<file path="config.mk">
export PLATFORM = sky130hd
export DESIGN_NAME = mc_ctrl_flat
export DESIGN_NICKNAME = d
export VERILOG_FILES = /design/src/rtl/mc_ctrl_if.sv /design/src/rtl/mc_ctrl.sv /design/src/flat_wrapper.sv
export SDC_FILE = /design/constraint.sdc
export NUM_CORES = 1
export LEC_CHECK = 0
export ABC_AREA = 1
export CORE_MARGIN = 2
export CORE_UTILIZATION = 51
export CTS_BUF_LIST = sky130_fd_sc_hd__clkbuf_16
export DETAILED_ROUTE_END_ITERATION = 10
export GPL_TIMING_DRIVEN = 1
export PLACE_DENSITY = 0.81
export SLEW_MARGIN = 20
export SYNTH_ARGS = -nofsm -noshare
export SYNTH_HDL_FRONTEND = slang
export SYNTH_SLANG_ARGS = --single-unit
</file>
<file path="constraint.sdc">
create_clock -name clk -period 2.6 [get_ports clk]
set_clock_uncertainty 0.2 [all_clocks]
set_input_delay 0.26 -clock clk [delete_from_list [all_inputs] [get_ports clk]]
set_output_delay 0.26 -clock clk [all_outputs]
set_load 0.03 [all_outputs]
</file>
<file path="src/rtl/mc_ctrl_if.sv">
// Instruction/data memory request-ready handshake between the main controller and memories.
interface mc_ctrl_if;
    logic imem_req;
    logic imem_ready;
    logic dmem_req;
    logic dmem_ready;

    modport master (output imem_req, output dmem_req, input imem_ready, input dmem_ready);
    modport slave  (input imem_req, input dmem_req, output imem_ready, output dmem_ready);
endinterface

</file>
<file path="src/rtl/mc_ctrl.sv">
// Multi-cycle MIPS main controller: FETCH/DECODE/EXEC/MEM/WB sequencing plus a fixed-latency multiply wait.
// state | meaning: 0 FETCH ifetch | 1 DECODE jumps | 2 EXEC alu/branch | 3 MEM dmem access | 4 WB rf write | 5 MDWAIT multiply
module mc_ctrl #(
    parameter int MD_CYCLES = 5,
    parameter int EN_MD     = 1,
    parameter int CNT_W     = 32
) (
    input  logic             clk,
    input  logic             reset_n,
    mc_ctrl_if.master        mem,
    input  logic [5:0]       opcode,
    input  logic [5:0]       funct,
    input  logic             zero,
    output logic             PCWr,
    output logic             IRWr,
    output logic             DRWr,
    output logic             DMWr,
    output logic             RFWr,
    output logic [1:0]       ALUOp,
    output logic [1:0]       EXTOp,
    output logic [1:0]       NPCOp,
    output logic [1:0]       WRSel,
    output logic [1:0]       WDSel,
    output logic             HLSel,
    output logic             BSel,
    output logic             md_start,
    output logic             md_busy,
    output logic             illegal,
    output logic             instr_done,
    output logic [CNT_W-1:0] retired,
    output logic [2:0]       state
);

    localparam logic [2:0] S_FETCH  = 3'd0;
    localparam logic [2:0] S_DECODE = 3'd1;
    localparam logic [2:0] S_EXEC   = 3'd2;
    localparam logic [2:0] S_MEM    = 3'd3;
    localparam logic [2:0] S_WB     = 3'd4;
    localparam logic [2:0] S_MDWAIT = 3'd5;

    localparam logic md_en = (EN_MD != 0);

    logic [2:0] cur, nxt;
    logic [7:0] md_cnt;

    logic is_r, d_addu, d_subu, d_jr, d_mult, d_mfhi, d_mflo;
    logic d_ori, d_lw, d_sw, d_beq, d_bne, d_lui, d_j, d_jal, legal;
    logic [1:0] alu_sel, ext_sel;
    logic       b_sel;

    assign is_r   = (opcode == 6'b000000);
    assign d_addu = is_r && (funct == 6'b100001);
    assign d_subu = is_r && (funct == 6'b100011);
    assign d_jr   = is_r && (funct == 6'b001000);
    assign d_mult = md_en && is_r && ((funct == 6'b011000) || (funct == 6'b011001));
    assign d_mfhi = md_en && is_r && (funct == 6'b010000);
    assign d_mflo = md_en && is_r && (funct == 6'b010010);
    assign d_ori  = (opcode == 6'b001101);
    assign d_lw   = (opcode == 6'b100011);
    assign d_sw   = (opcode == 6'b101011);
    assign d_beq  = (opcode == 6'b000100);
    assign d_bne  = (opcode == 6'b000101);
    assign d_lui  = (opcode == 6'b001111);
    assign d_j    = (opcode == 6'b000010);
    assign d_jal  = (opcode == 6'b000011);
    assign legal  = d_addu || d_subu || d_jr || d_mult || d_mfhi || d_mflo || d_ori ||
                    d_lw || d_sw || d_beq || d_bne || d_lui || d_j || d_jal;

    // ALU/extender controls stay valid from EXEC through MEM and WB so the datapath result holds
    assign alu_sel = (d_subu || d_beq || d_bne) ? 2'b01 : (d_ori ? 2'b10 : 2'b00);
    assign ext_sel = (d_lw || d_sw || d_beq || d_bne) ? 2'b01 : (d_lui ? 2'b10 : 2'b00);
    assign b_sel   = d_ori || d_lw || d_sw || d_lui;

    always_comb begin
        nxt          = cur;
        mem.imem_req = 1'b0;
        mem.dmem_req = 1'b0;
        PCWr         = 1'b0;
        IRWr         = 1'b0;
        DRWr         = 1'b0;
        DMWr         = 1'b0;
        RFWr         = 1'b0;
        ALUOp        = 2'b00;
        EXTOp        = 2'b00;
        NPCOp        = 2'b00;
        WRSel        = 2'b00;
        WDSel        = 2'b00;
        HLSel        = 1'b0;
        BSel         = 1'b0;
        md_start     = 1'b0;
        md_busy      = 1'b0;
        illegal      = 1'b0;
        instr_done   = 1'b0;
        // Outputs are forced low while reset is held so pending requests drop at once
        if (reset_n) begin
            case (cur)
                S_FETCH: begin
                    mem.imem_req = 1'b1;
                    if (mem.imem_ready) begin
                        IRWr = 1'b1;
                        PCWr = 1'b1;
                        nxt  = S_DECODE;
                    end
                end
                S_DECODE: begin
                    if (!legal) begin
                        illegal = 1'b1;
                        nxt     = S_FETCH;
                    end else if (d_j || d_jal) begin
                        PCWr       = 1'b1;
                        NPCOp      = 2'b10;
                        instr_done = 1'b1;
                        nxt        = S_FETCH;
                        if (d_jal) begin
                            RFWr  = 1'b1;
                            WRSel = 2'b10;
                            WDSel = 2'b10;
                        end
                    end else if (d_jr) begin
                        PCWr       = 1'b1;
                        NPCOp      = 2'b11;
                        instr_done = 1'b1;
                        nxt        = S_FETCH;
                    end else begin
                        nxt = S_EXEC;
                    end
                end
                S_EXEC: begin
                    ALUOp = alu_sel;
                    EXTOp = ext_sel;
                    BSel  = b_sel;
                    if (d_beq || d_bne) begin
                        PCWr       = d_beq ? zero : ~zero;
                        NPCOp      = 2'b01;
                        instr_done = 1'b1;
                        nxt        = S_FETCH;
                    end else if (d_lw || d_sw) begin
                        nxt = S_MEM;
                    end else if (d_mult) begin
                        md_start = 1'b1;
                        nxt      = S_MDWAIT;
                    end else begin
                        nxt = S_WB;
                    end
                end
                S_MEM: begin
                    ALUOp        = alu_sel;
                    EXTOp        = ext_sel;
                    BSel         = b_sel;
                    mem.dmem_req = 1'b1;
                    DMWr         = d_sw;
                    if (mem.dmem_ready) begin
                        if (d_sw) begin
                            instr_done = 1'b1;
                            nxt        = S_FETCH;
                        end else begin
                            DRWr = 1'b1;
                            nxt  = S_WB;
                        end
                    end
                end
                S_WB: begin
                    ALUOp      = alu_sel;
                    EXTOp      = ext_sel;
                    BSel       = b_sel;
                    RFWr       = 1'b1;
                    WRSel      = is_r ? 2'b01 : 2'b00;
                    WDSel      = d_lw ? 2'b01 : ((d_mfhi || d_mflo) ? 2'b11 : 2'b00);
                    HLSel      = d_mfhi;
                    instr_done = 1'b1;
                    nxt        = S_FETCH;
                end
                S_MDWAIT: begin
                    md_busy = 1'b1;
                    if (md_cnt == 8'd0) begin
                        instr_done = 1'b1;
                        nxt        = S_FETCH;
                    end
                end
                default: nxt = S_FETCH;
            endcase
        end
    end

    always_ff @(posedge clk or negedge reset_n) begin
        if (!reset_n) begin
            cur     <= S_FETCH;
            md_cnt  <= 8'd0;
            retired <= '0;
        end else begin
            cur <= nxt;
            if (cur == S_EXEC && md_start)
                md_cnt <= 8'(MD_CYCLES - 1);
            else if (cur == S_MDWAIT && md_cnt != 8'd0)
                md_cnt <= md_cnt - 8'd1;
            if (instr_done)
                retired <= retired + CNT_W'(1);
        end
    end

    assign state = cur;

endmodule

</file>
<file path="src/flat_wrapper.sv">
// flat-port wrapper written by rule: the top's interface ports become plain ports
module mc_ctrl_flat 
#(
    parameter int MD_CYCLES = 5,
    parameter int EN_MD     = 1,
    parameter int CNT_W     = 32
)
  (clk, reset_n, opcode, funct, zero, PCWr, IRWr, DRWr, DMWr, RFWr, ALUOp, EXTOp, NPCOp, WRSel, WDSel, HLSel, BSel, md_start, md_busy, illegal, instr_done, retired, state, mem_imem_req, mem_dmem_req, mem_imem_ready, mem_dmem_ready);
  mc_ctrl_if mem_i ();
  input  logic clk;
  input  logic reset_n;
  input  logic [5:0] opcode;
  input  logic [5:0] funct;
  input  logic zero;
  output logic PCWr;
  output logic IRWr;
  output logic DRWr;
  output logic DMWr;
  output logic RFWr;
  output logic [1:0] ALUOp;
  output logic [1:0] EXTOp;
  output logic [1:0] NPCOp;
  output logic [1:0] WRSel;
  output logic [1:0] WDSel;
  output logic HLSel;
  output logic BSel;
  output logic md_start;
  output logic md_busy;
  output logic illegal;
  output logic instr_done;
  output logic [CNT_W-1:0] retired;
  output logic [2:0] state;
  output wire logic [$bits(mem_i.imem_req)-1:0] mem_imem_req;
  output wire logic [$bits(mem_i.dmem_req)-1:0] mem_dmem_req;
  input wire logic [$bits(mem_i.imem_ready)-1:0] mem_imem_ready;
  input wire logic [$bits(mem_i.dmem_ready)-1:0] mem_dmem_ready;
  assign mem_imem_req = mem_i.imem_req;
  assign mem_dmem_req = mem_i.dmem_req;
  assign mem_i.imem_ready = mem_imem_ready;
  assign mem_i.dmem_ready = mem_dmem_ready;
  mc_ctrl #(.MD_CYCLES(MD_CYCLES), .EN_MD(EN_MD), .CNT_W(CNT_W)) u_core (.clk(clk), .reset_n(reset_n), .mem(mem_i), .opcode(opcode), .funct(funct), .zero(zero), .PCWr(PCWr), .IRWr(IRWr), .DRWr(DRWr), .DMWr(DMWr), .RFWr(RFWr), .ALUOp(ALUOp), .EXTOp(EXTOp), .NPCOp(NPCOp), .WRSel(WRSel), .WDSel(WDSel), .HLSel(HLSel), .BSel(BSel), .md_start(md_start), .md_busy(md_busy), .illegal(illegal), .instr_done(instr_done), .retired(retired), .state(state));
endmodule
</file>
==> impl_metrics.ini <==
[status]
status = completed

[global_routing]
track_usage_pct = 26.7
grt-ovfl-total = 0
grt_pass1_vias = 3361
grt_max_degree = 80
antenna_found_initial = 0
grt_pass1_wl_microns = 15800

[sta]
post-route-period-util_pct = 95.6
finalCriticalPeriod_ns = 2.49
grt_setup_unrepaired = no
fmax_mhz = 402
tns_ns = 0
finalSetupViolCount = 0
finalHoldViolations = 0
finalMaxSlewViolations = 0
relSlewSlack_pct = 40.9
tightest_slew_ns = 0.886

[logic_synthesis]
ys_ff_latch = 43
synth_cell_types = 33
yosys_warnings = 0
synth_top_area_share_pct = 32.1
yosysTopAreaCell = dfrtp_1
seq_area_frac_synth_pct = 32.1
synth_area_sq_um = 3350
synthCells = 524
yosys-top-cells-area = dfrtp_1 32%, nand2_1 20%, nand3_1 9.9%
synth_area_per_cell_sq_um = 6.39
synth_fp_nets = 544

[cts]
post_cts_buffers = 0
cts_sinks = 43
cts_buffers = 5
cts_buffer_depth = 2
clk_latency_ns = 0.29
cts.htree.levels = 2
ctsRootBufferMaster = clkbuf_16
tritoncts = built
clk_pin_slew_ns = 0.07

[job]
cap_violations = 0

[routing]
via_count = 3617
drc = 0
routed_wirelength_microns = 9580
drt.antenna.violating_nets = 0
dr.pass1.iters = 5
avgViaCountPerCell = 5.28
first_iter_violations = 209
wire_per_inst_microns = 14.0

[worst_setup_path]
path_delay_family = buffers and inverters
start_kind = flip-flop
critPathMaxFanout = 6
crit_path_end_kind = primary output
cp_num_buf_inv = 2
critPathKind = reg -> out
worstPathArrival_ns = 2.03
crit_chain = nor3_1 > buf_4 > nand2_1 > nor2_1 > clkdlybuf4s50_1
max_stage_delay_ns = 0.69
slowest_stage = clkdlybuf4s50_1
cp.required_ns = 2.14

[power_and_ir_drop]
p_seq_share_pct = 37.4
pwr-share-clk_pct = 29.1
switching_share_pct = 38.5
p_switching_w = 0.000860
total_power_w = 0.00223
combinationalPowerShare_pct = 33.5
power.density_nw_per_um2 = 514
power_leakage_nw = 2.18
internal-power_w = 0.00137
ir_drop_v = 0.000466

[layout]
areaGrowthSynthToFinish_pct = 29.7
drive_gt1_share_pct = 9.38
fillers = 558
layout.nets = 627
n_antenna_cell = 0

[place]
gp_congestion = 0.928
hpwl_microns = 7450
portBuffers = 74

[floorplan]
die_area_sq_um = 7230
num_rows = 29
core-area_sq_um = 6350
die_h_microns = 85.0
io_pins = 75
start_util_pct = 52.7
dieWidth_microns = 85.0

[worst_hold_path]
hp-class = in -> async
==> power groups by stage <==
stage / clock network (W) / logic [W] / registers (W)
global placement: 0 / 0.000729 / 0.000842
floorplan: 0 / 0.000441 / 0.000884
CTS: 0.000656 / 0.000748 / 0.000833
detailed placement: 0 / 0.000744 / 0.000846
finish: 0.000649 / 0.000748 / 0.000834
global route: 0.000680 / 0.000817 / 0.000844
==> registers in the layout (all words and copies together) (netlist names) <==
register and cells:
u_core.state 3, u_core.retired 32, u_core.md_cnt 8
==> layout make-up <==
type | count | area (sq um) | share of cell area [%]
Clock buffer | 5 | 125 | 2.88
Clock inverter | 3 | 26.3 | 0.605
Inverter | 67 | 251 | 5.79
Multi-Input combinational cell | 404 | 1960 | 45.1
Sequential cell | 43 | 1080 | 24.8
Tap cell | 77 | 96.3 | 2.22
Timing Repair Buffer | 86 | 808 | 18.6
==> timing repair <==
item / 4_1_cts / 5_1_grt
setup endpoints to repair: 0 / 7
hold buffers: 0 / 0
resized for setup: 0 / 7
==> logic make-up after synthesis <==
| group | share of synthesized area, % |
|---|---|
| and+or+nand+nor | 48.0 |
| AOI/OAI and AO/OA | 3.10 |
| buffers and inverters | 9.64 |
| adders and majority gates | 1.12 |
| DFF | 32.1 |
| xor gates and xnor gates | 6.02 |
==> metal layers <==
layer,track usage (%),wire length (microns),vias up
li1,-,-,1823
met1,34.7,4180,1702
met2,46.9,4880,83
met3,4.38,427,9
met4,5.63,93,0
met5,0,0,-
==> stage by stage <==
step | hold WS [ns] | instance area, sq um | instances | worst slack [ns] | utilization (%)
final | 0.113 | 4340 | 685 | 0.113 | 68.4
after detailed placement | 0.316 | 4170 | 677 | 0.0451 | 65.7
after global routing | 0.168 | 4340 | 685 | 0.0343 | 68.4
after CTS | 0.116 | 4320 | 685 | 0.0522 | 68.1
after global placement | 0.293 | 4170 | 677 | 0.0650 | 65.7
after floorplan | -0.236 | 3350 | 524 | 0.0561 | -
==> path summary, 6_finish.rpt <==
kind                       cells after the start  slack [ns]            endpoint          startpoint
hold reg to reg                                2        0.34  u_core.retired[31]  u_core.retired[31]
max in group asynchronous                      2        1.53  u_core.retired[26]             reset_n
setup reg to reg                               8        0.54  u_core.retired[30]   u_core.retired[0]
hold / removal                                 2        0.11     u_core.state[0]             reset_n
min in group clk                               2        0.34  u_core.retired[31]  u_core.retired[31]
setup / recovery                               5        0.11            WRSel[0]     u_core.state[0]
==> cell usage after synthesis (all sizes together) <==
| cell | number |
|---|---|
| ha | 3 |
| o21a | 1 |
| nand3 | 67 |
| xnor2 | 5 |
| buf | 7 |
| inv | 67 |
| o211ai | 1 |
| nor3b | 1 |
| xor2 | 18 |
| dfrtp | 43 |
| nand4 | 12 |
| nand3b | 4 |
| a31oi | 1 |
| nor4 | 2 |
| nand2 | 181 |
| nor3 | 18 |
| o21ai | 10 |
| clkbuf | 3 |
| nor2 | 74 |
| o21bai | 1 |
| a21oi | 5 |
==> cell usage in the layout (no fill, tap or decap), drive strengths merged, types with 2 or more instances in the layout <==
master         Yosys  routed
o21ai             10      10
nor4               2       2
nor3              18      18
nor2              74      74
nand3             67      67
xor2              18      18
clkdlybuf4s50      0      54
nand2            181     181
buf                7      26
dfrtp             43      43
a21oi              5       5
xnor2              5       5
dlymetal6s2s       0       6
inv               67      69
clkbuf             3       5
nand4             12      12
nand3b             4       4
ha                 3       3
Power figures use the tool's default switching activity.
